[config.mk]
export PLATFORM = sky130hd
export DESIGN_NAME = eco32f_decode
export DESIGN_NICKNAME = d
export VERILOG_FILES = /design/src/rtl/eco32f_decode.sv
export SDC_FILE = /design/constraint.sdc
export NUM_CORES = 1
export LEC_CHECK = 0
export ABC_AREA = 1
export CAP_MARGIN = 25
export CORE_ASPECT_RATIO = 0.75
export CORE_MARGIN = 1
export CORE_UTILIZATION = 47
export CTS_CLUSTER_DIAMETER = 60
export DETAILED_ROUTE_END_ITERATION = 6
export PLACE_DENSITY = 0.81
export SLEW_MARGIN = 40
export SYNTH_ARGS = -nofsm -noshare
export SYNTH_HDL_FRONTEND = slang
export SYNTH_SLANG_ARGS = --single-unit
export TNS_END_PERCENT = 1
[constraint.sdc]
create_clock -name clk -period 2.5 [get_ports clk]
set_clock_uncertainty 0.15 [all_clocks]
set_input_delay 0.625 -clock clk [delete_from_list [all_inputs] [get_ports clk]]
set_output_delay 0.625 -clock clk [all_outputs]
set_load 0.02 [all_outputs]
[src/rtl/eco32f_decode.sv]
// rtl/eco32f_decode.sv - eco32f ID-stage decoder and ID/EX pipeline register (optional ECO32F_DECODE_ILLEGAL_EN)
module eco32f_decode #(
    parameter int LINK_REG = 31
) (
    input  logic        clk,
    input  logic        rst,
    input  logic        id_stall,
    input  logic        ex_stall,
    input  logic        id_flush,
    input  logic [31:0] id_insn,
    output logic [4:0]  id_rfa_adr,
    output logic [4:0]  id_rfb_adr,
    output logic        ex_op_add,
    output logic        ex_op_sub,
    output logic        ex_op_mul,
    output logic        ex_op_div,
    output logic        ex_op_rem,
    output logic        ex_op_or,
    output logic        ex_op_and,
    output logic        ex_op_xor,
    output logic        ex_op_xnor,
    output logic        ex_op_sll,
    output logic        ex_op_slr,
    output logic        ex_op_sar,
    output logic        ex_op_beq,
    output logic        ex_op_bne,
    output logic        ex_op_ble,
    output logic        ex_op_bleu,
    output logic        ex_op_blt,
    output logic        ex_op_bltu,
    output logic        ex_op_bge,
    output logic        ex_op_bgeu,
    output logic        ex_op_bgt,
    output logic        ex_op_bgtu,
    output logic        ex_op_jal,
    output logic        ex_op_j,
    output logic        ex_op_jr,
    output logic        ex_op_load,
    output logic        ex_op_store,
    output logic [1:0]  ex_lsu_len,
    output logic        ex_lsu_zext,
    output logic        ex_signed_div,
    output logic [31:0] ex_imm,
    output logic        ex_imm_sel,
    output logic [4:0]  ex_rd_adr,
    output logic        ex_rf_wb,
    output logic        ex_valid
`ifdef ECO32F_DECODE_ILLEGAL_EN
    ,
    output logic        ex_illegal
`endif
);

    // One-hot strobe masks; bit order matches the ex_ops unpacking below.
    localparam logic [26:0] M_ADD   = 27'd1 << 0;
    localparam logic [26:0] M_SUB   = 27'd1 << 1;
    localparam logic [26:0] M_MUL   = 27'd1 << 2;
    localparam logic [26:0] M_DIV   = 27'd1 << 3;
    localparam logic [26:0] M_REM   = 27'd1 << 4;
    localparam logic [26:0] M_OR    = 27'd1 << 5;
    localparam logic [26:0] M_AND   = 27'd1 << 6;
    localparam logic [26:0] M_XOR   = 27'd1 << 7;
    localparam logic [26:0] M_XNOR  = 27'd1 << 8;
    localparam logic [26:0] M_SLL   = 27'd1 << 9;
    localparam logic [26:0] M_SLR   = 27'd1 << 10;
    localparam logic [26:0] M_SAR   = 27'd1 << 11;
    localparam logic [26:0] M_BEQ   = 27'd1 << 12;
    localparam logic [26:0] M_JAL   = 27'd1 << 22;
    localparam logic [26:0] M_J     = 27'd1 << 23;
    localparam logic [26:0] M_JR    = 27'd1 << 24;
    localparam logic [26:0] M_LOAD  = 27'd1 << 25;
    localparam logic [26:0] M_STORE = 27'd1 << 26;
    localparam logic [4:0]  LINK_ADR = 5'(LINK_REG);

    logic [5:0]  op;
    logic [15:0] imm16;
    logic [31:0] sx16;
    logic [31:0] zx16;
    logic [26:0] d_ops;
    logic [31:0] d_imm;
    logic        d_imm_sel;
    logic [4:0]  d_rd;
    logic        d_wb_raw;
    logic        d_wb;
    logic [1:0]  d_len;
    logic        d_zext;
    logic        d_sdiv;
    logic [26:0] ex_ops;
`ifdef ECO32F_DECODE_ILLEGAL_EN
    logic        d_ill;
`endif

    assign op         = id_insn[31:26];
    assign imm16      = id_insn[15:0];
    assign sx16       = {{16{imm16[15]}}, imm16};
    assign zx16       = {16'h0000, imm16};
    assign id_rfb_adr = id_insn[20:16];
    // r0 is never a valid destination, so writes to it are dropped here
    assign d_wb       = d_wb_raw && (d_rd != 5'd0);

    // Combinational decode of the instruction sitting in ID.
    always_comb begin
        d_ops      = '0;
        d_imm      = '0;
        d_imm_sel  = 1'b0;
        d_rd       = '0;
        d_wb_raw   = 1'b0;
        d_len      = 2'd0;
        d_zext     = 1'b0;
        d_sdiv     = 1'b0;
        id_rfa_adr = id_insn[25:21];
`ifdef ECO32F_DECODE_ILLEGAL_EN
        d_ill      = 1'b0;
`endif
        if (op <= 6'h1D) begin
            // Paired ALU ops: even = register form, odd = immediate form into ry
            d_wb_raw  = 1'b1;
            d_imm_sel = op[0];
            d_rd      = op[0] ? id_insn[20:16] : id_insn[15:11];
            // Unsigned arithmetic (07/0B/0F), logic and shifts zero-extend
            if (op[0])
                d_imm = (op[4] || (op[1] && (op[3] || op[2]))) ? zx16 : sx16;
            d_sdiv = (op[4:1] == 4'd4) || (op[4:1] == 4'd6);
            case (op[4:1])
                4'd0:    d_ops = M_ADD;
                4'd1:    d_ops = M_SUB;
                4'd2:    d_ops = M_MUL;
                4'd3:    d_ops = M_MUL;
                4'd4:    d_ops = M_DIV;
                4'd5:    d_ops = M_DIV;
                4'd6:    d_ops = M_REM;
                4'd7:    d_ops = M_REM;
                4'd8:    d_ops = M_AND;
                4'd9:    d_ops = M_OR;
                4'd10:   d_ops = M_XOR;
                4'd11:   d_ops = M_XNOR;
                4'd12:   d_ops = M_SLL;
                4'd13:   d_ops = M_SLR;
                default: d_ops = M_SAR;
            endcase
        end else if (op == 6'h1F) begin
            // ldhi is r0 + (imm16 << 16)
            d_ops      = M_ADD;
            d_imm      = {imm16, 16'h0000};
            d_imm_sel  = 1'b1;
            d_rd       = id_insn[20:16];
            d_wb_raw   = 1'b1;
            id_rfa_adr = 5'd0;
        end else if (op >= 6'h20 && op <= 6'h29) begin
            // Branch strobes are laid out in opcode order starting at beq
            d_ops = M_BEQ << op[3:0];
            d_imm = {sx16[29:0], 2'b00};
        end else if (op >= 6'h2A && op <= 6'h2D) begin
            if (!op[0])
                d_imm = {{4{id_insn[25]}}, id_insn[25:0], 2'b00};
            d_ops = op[0] ? M_JR : M_J;
            if (op[2]) begin
                d_ops    = d_ops | M_JAL;
                d_rd     = LINK_ADR;
                d_wb_raw = 1'b1;
            end
        end else if (op >= 6'h30 && op <= 6'h37) begin
            d_imm     = sx16;
            d_imm_sel = 1'b1;
            case (op[2:0])
                3'd0:    begin d_len = 2'd2; end
                3'd1:    begin d_len = 2'd1; end
                3'd2:    begin d_len = 2'd1; d_zext = 1'b1; end
                3'd3:    begin d_len = 2'd0; end
                3'd4:    begin d_len = 2'd0; d_zext = 1'b1; end
                3'd5:    begin d_len = 2'd2; end
                3'd6:    begin d_len = 2'd1; end
                default: begin d_len = 2'd0; end
            endcase
            if (op[2:0] <= 3'd4) begin
                d_ops    = M_ADD | M_LOAD;
                d_rd     = id_insn[20:16];
                d_wb_raw = 1'b1;
            end else begin
                d_ops = M_ADD | M_STORE;
            end
        end
`ifdef ECO32F_DECODE_ILLEGAL_EN
        else if (op == 6'h1E || op >= 6'h3B) begin
            d_ill = 1'b1;
        end
`endif
    end

    // ID/EX register: ex_stall holds, flush/id_stall inject a bubble keeping data fields.
    always_ff @(posedge clk or negedge rst) begin
        if (!rst) begin
            ex_ops        <= '0;
            ex_imm        <= '0;
            ex_imm_sel    <= 1'b0;
            ex_rd_adr     <= '0;
            ex_rf_wb      <= 1'b0;
            ex_lsu_len    <= 2'd0;
            ex_lsu_zext   <= 1'b0;
            ex_signed_div <= 1'b0;
            ex_valid      <= 1'b0;
        end else if (!ex_stall) begin
            if (id_flush || id_stall) begin
                ex_ops   <= '0;
                ex_rf_wb <= 1'b0;
                ex_valid <= 1'b0;
            end else begin
                ex_ops        <= d_ops;
                ex_imm        <= d_imm;
                ex_imm_sel    <= d_imm_sel;
                ex_rd_adr     <= d_rd;
                ex_rf_wb      <= d_wb;
                ex_lsu_len    <= d_len;
                ex_lsu_zext   <= d_zext;
                ex_signed_div <= d_sdiv;
                ex_valid      <= 1'b1;
            end
        end
    end

`ifdef ECO32F_DECODE_ILLEGAL_EN
    // Illegal-opcode flag follows the same hold/bubble rules as the strobes.
    always_ff @(posedge clk or negedge rst) begin
        if (!rst)
            ex_illegal <= 1'b0;
        else if (!ex_stall)
            ex_illegal <= (id_flush || id_stall) ? 1'b0 : d_ill;
    end
`endif

    assign {ex_op_store, ex_op_load, ex_op_jr, ex_op_j, ex_op_jal,
            ex_op_bgtu, ex_op_bgt, ex_op_bgeu, ex_op_bge, ex_op_bltu,
            ex_op_blt, ex_op_bleu, ex_op_ble, ex_op_bne, ex_op_beq,
            ex_op_sar, ex_op_slr, ex_op_sll, ex_op_xnor, ex_op_xor,
            ex_op_and, ex_op_or, ex_op_rem, ex_op_div, ex_op_mul,
            ex_op_sub, ex_op_add} = ex_ops;

endmodule

==> results.md <==
* Outcome: finished clean
* Total CTS buffers at 9
* Initial core utilization at 0.494
* CTS tree: built
* Global-route wire length before repair at a little under 20000 um
* Min-delay worst type: in -> async
* Largest net degree at the start of global routing at a little over 70
* Critical path peak fanout at 6
* Layout cells sized above 1 at 0.208
* Flops & latches, synth at 71
* MaxCap Viol Count at 0
* Crit. End Element: output port
* DR iter-0 viols at about 270
* Total global routing overflow at 0
* GP Congestion at between 0.8 and 0.9
* Post-synth top area cell: dfrtp_1
* Critical path's slowest cell: clkdlybuf4s50_1
* Post-synth EDFFs at 0
* Post-route cell area at 5600 um2
* Fillers at about 600
* Final-report max-slew violation count at 0
* Psw at approximately 1 mW
* Row cnt at 27
* Final Cycle Share at 0.996
* Root Driver: clkbuf_8
* Comb power frac at 0.289
* Measured slew at the worst slew-check pin at a little over 400 ps
* Top FF cell, synth: dfrtp_1
* Crit start category: input port
* Final #Nets at between 600 and 700
* Routed Antenna Nets at 0
* Chip height at ~80 um
* Clock sinks at roughly 70
* Syn Nets at 480
* Yosys warnings at 0
* Final WS setup at between 9 and 10 ps
* Area after DPL at between 5000 and 6000 um2
* Gr usage total at 0.309
* I/O pin total at around 120
* CP most frequent cell: inv_2
* Fmax at ~400 MHz
* Clock Power Share at 0.307
* I/O Buffers at around 120
* WL/cell at about 17 um
* Drt total wl at 12100 um
* Clk_lat worst skew at ~340 ps
* Top sig layer: met4
* Worst slew margin at 0.723
* RR Startpoint: ex_imm[17]
* Mean area per synthesized cell at 8.36 um2
* Setup TNS at 0 ps
* Hold Vio Cnt, Final at 0
* Final setup fails at 0
* DRC violations left at 0
* Htree depth at 3
* DP Wirelength at ~9000 um
* Synth area leaders: dfrtp_1 (48%), nand2_1 (8.9%), a22oi_1 (5.1%), o21ai_0 (3.9%), nor2_1 (3.6%)
* Mux cell area share after synthesis at 0
* Tmin final at about 2500 ps
* Synth cell types at 34
* Die area at 8240 um2
* DR vias/cell at ~5.5
* Clock transition at path regs at 70 ps
* PwrDens at just under 600 nW/um2
* Internal power at around 2.3 mW
* Ant diodes at 0
* Arrival time at the worst endpoint at about 1700 ps
* Hold Slack at 119 ps
* Post-synthesis sequential area ratio at 0.480
* Top cell type's share of synthesized area at 0.480
* Reg area at around 1800 um2
* Post-Syn Instances at between 400 and 500
* Commonest cells post-synth: nand2_1 (88), dfrtp_1 (71), nor2_1 (36), inv_1 (30), o21ai_0 (29)
* Synth async-reset ratio at 1.00
* Layout area overhead at 51.3%
* Detail Route met3 WL at 861 um
* Adder-Cell Fraction of Synth Area at 0
* Placed Instances at roughly 710
* CTS Hold Bufs at 0
* Worst endpoint required time at roughly 1700 ps
* Main combinational cell family by area after synthesis: compound AO/OA/AOI/OAI gates
* Post-Syn Area at approximately 3700 um2
* Post-synthesis simple-gate area fraction at 0.194
* Initial antenna violation count at 0
* Crit-path cells: clkdlybuf4s50_1 -> inv_2 -> nand4_1 -> inv_2 -> nor2_1 -> buf_4
* Detailed-route via count at slightly below 4k
* Routed wl met2 at around 5500 um
* DIE WIDTH at approximately 100 um
* Sw Share at 0.310
* Clock Path Buffers at 2
* Pre-CTS setup slack at -546 ps
* DRT Pass-1 Iters at 5
* Seq pwr share at 0.405
* Critical path launch point: id_insn[31]
* Most common cell in the synthesized netlist: nand2_1
* RSZ-0062 raised after global routing: false
* Post-Synth XOR/XNOR Area at 0
* Peak VDD IR at 0.000420 V
* Core ar. at approximately 7500 um2
* Lkg Pwr at approximately 2.6 nW
* Compound-gate portion of the synthesized area at 0.233
* Vias in the first global route at a little under 4k
* Post-Layout Cell Count at roughly 700
* Post-CTS setup buffer count at 0
* Critical Path Max Stage Delay at 440 ps
* Crit Path Class: in -> out
* Multi-input logic area at 1590 um2
* DRT met1 WL at roughly 5500 um
[layout make-up]
class	instances	share of cell area
Sequential cell	71	0.317
Timing Repair Buffer	193	0.311
Multi-Input combinational cell	299	0.284
Inverter	41	0.0275
Clock buffer	11	0.0234
Tap cell	101	0.0225
Clock inverter	5	0.0147
[through the flow]
step | utilization | total power [mW]
2_1_floorplan | - | 1.79
3_3_place_gp | 0.722 | 2.27
3_5_place_dp | 0.722 | 2.30
4_1_cts | 0.746 | 3.29
5_1_grt | 0.747 | 3.43
6_report | 0.747 | 3.29
[worst paths after layout]
path	end	slack (ps)	cells after the start
setup / recovery	id_rfa_adr[4]	9	6
min in group clk	ex_ops[20]	340	2
max in group asynchronous	ex_imm[28]	1740	2
hold reg to reg	ex_ops[20]	340	2
setup reg to reg	ex_imm[17]	1470	2
hold / removal	ex_ops[7]	120	2
[repair_timing]
item                                    CTS  global route
endpoints found under the setup margin    9             5
gates cloned                              0             0
gates resized for setup                  29             3
pin swaps                                 1             1
hold endpoints to repair                  0             0
[critical path: cells and delay by family]
| family | cells | cell delay [ps] |
|---|---|---|
| AND/OR/NAND/NOR | 2 | 250 |
| buffers and inverters | 4 | 830 |
[power groups by stage]
stage | logic, mW | clock network [mW] | registers (mW)
2_1_floorplan | 0.299 | 0 | 1.49
3_3_place_gp | 0.930 | 0 | 1.34
3_5_place_dp | 0.947 | 0 | 1.35
4_1_cts | 0.945 | 1.02 | 1.33
5_1_grt | 1.02 | 1.07 | 1.35
6_report | 0.949 | 1.01 | 1.33
[metal layers]
layer / up-vias / GRT usage
li1: 1862 / -
met1: 1858 / 0.430
met2: 192 / 0.476
met3: 30 / 0.0558
met4: 0 / 0.133
met5: - / 0
[cell families (layout without fill, tap and decap cells)]
group | count (synthesis) | count (layout)
flip-flops | 71 | 71
buffers and inverters | 73 | 250
AND/OR/NAND/NOR | 162 | 162
AO/OA/AOI/OAI | 137 | 137
[state kept, by name, summed over array words and instances, names as in the netlist]
register / cells
ex_signed_div: 1
ex_valid: 1
ex_lsu_zext: 1
ex_imm: 32
ex_imm_sel: 1
ex_rf_wb: 1
ex_rd_adr: 5
ex_lsu_len: 2
ex_ops: 27
[layout by cell type, fill, tap and decap left out, types with 6 or more instances in the layout]
cell / instances
dlygate4sd2_1: 8
o21ai_0: 29
nor2_1: 36
clkbuf_8: 9
dfrtp_1: 71
clkdlybuf4s50_1: 103
nand3_1: 20
inv_1: 29
o21ai_1: 17
a22oi_1: 25
a31oi_1: 10
a21oi_1: 26
buf_4: 75
nand2_1: 88
o22ai_1: 6
inv_2: 12
o31ai_1: 8
No activity file was read; power rests on OpenSTA's default activity.
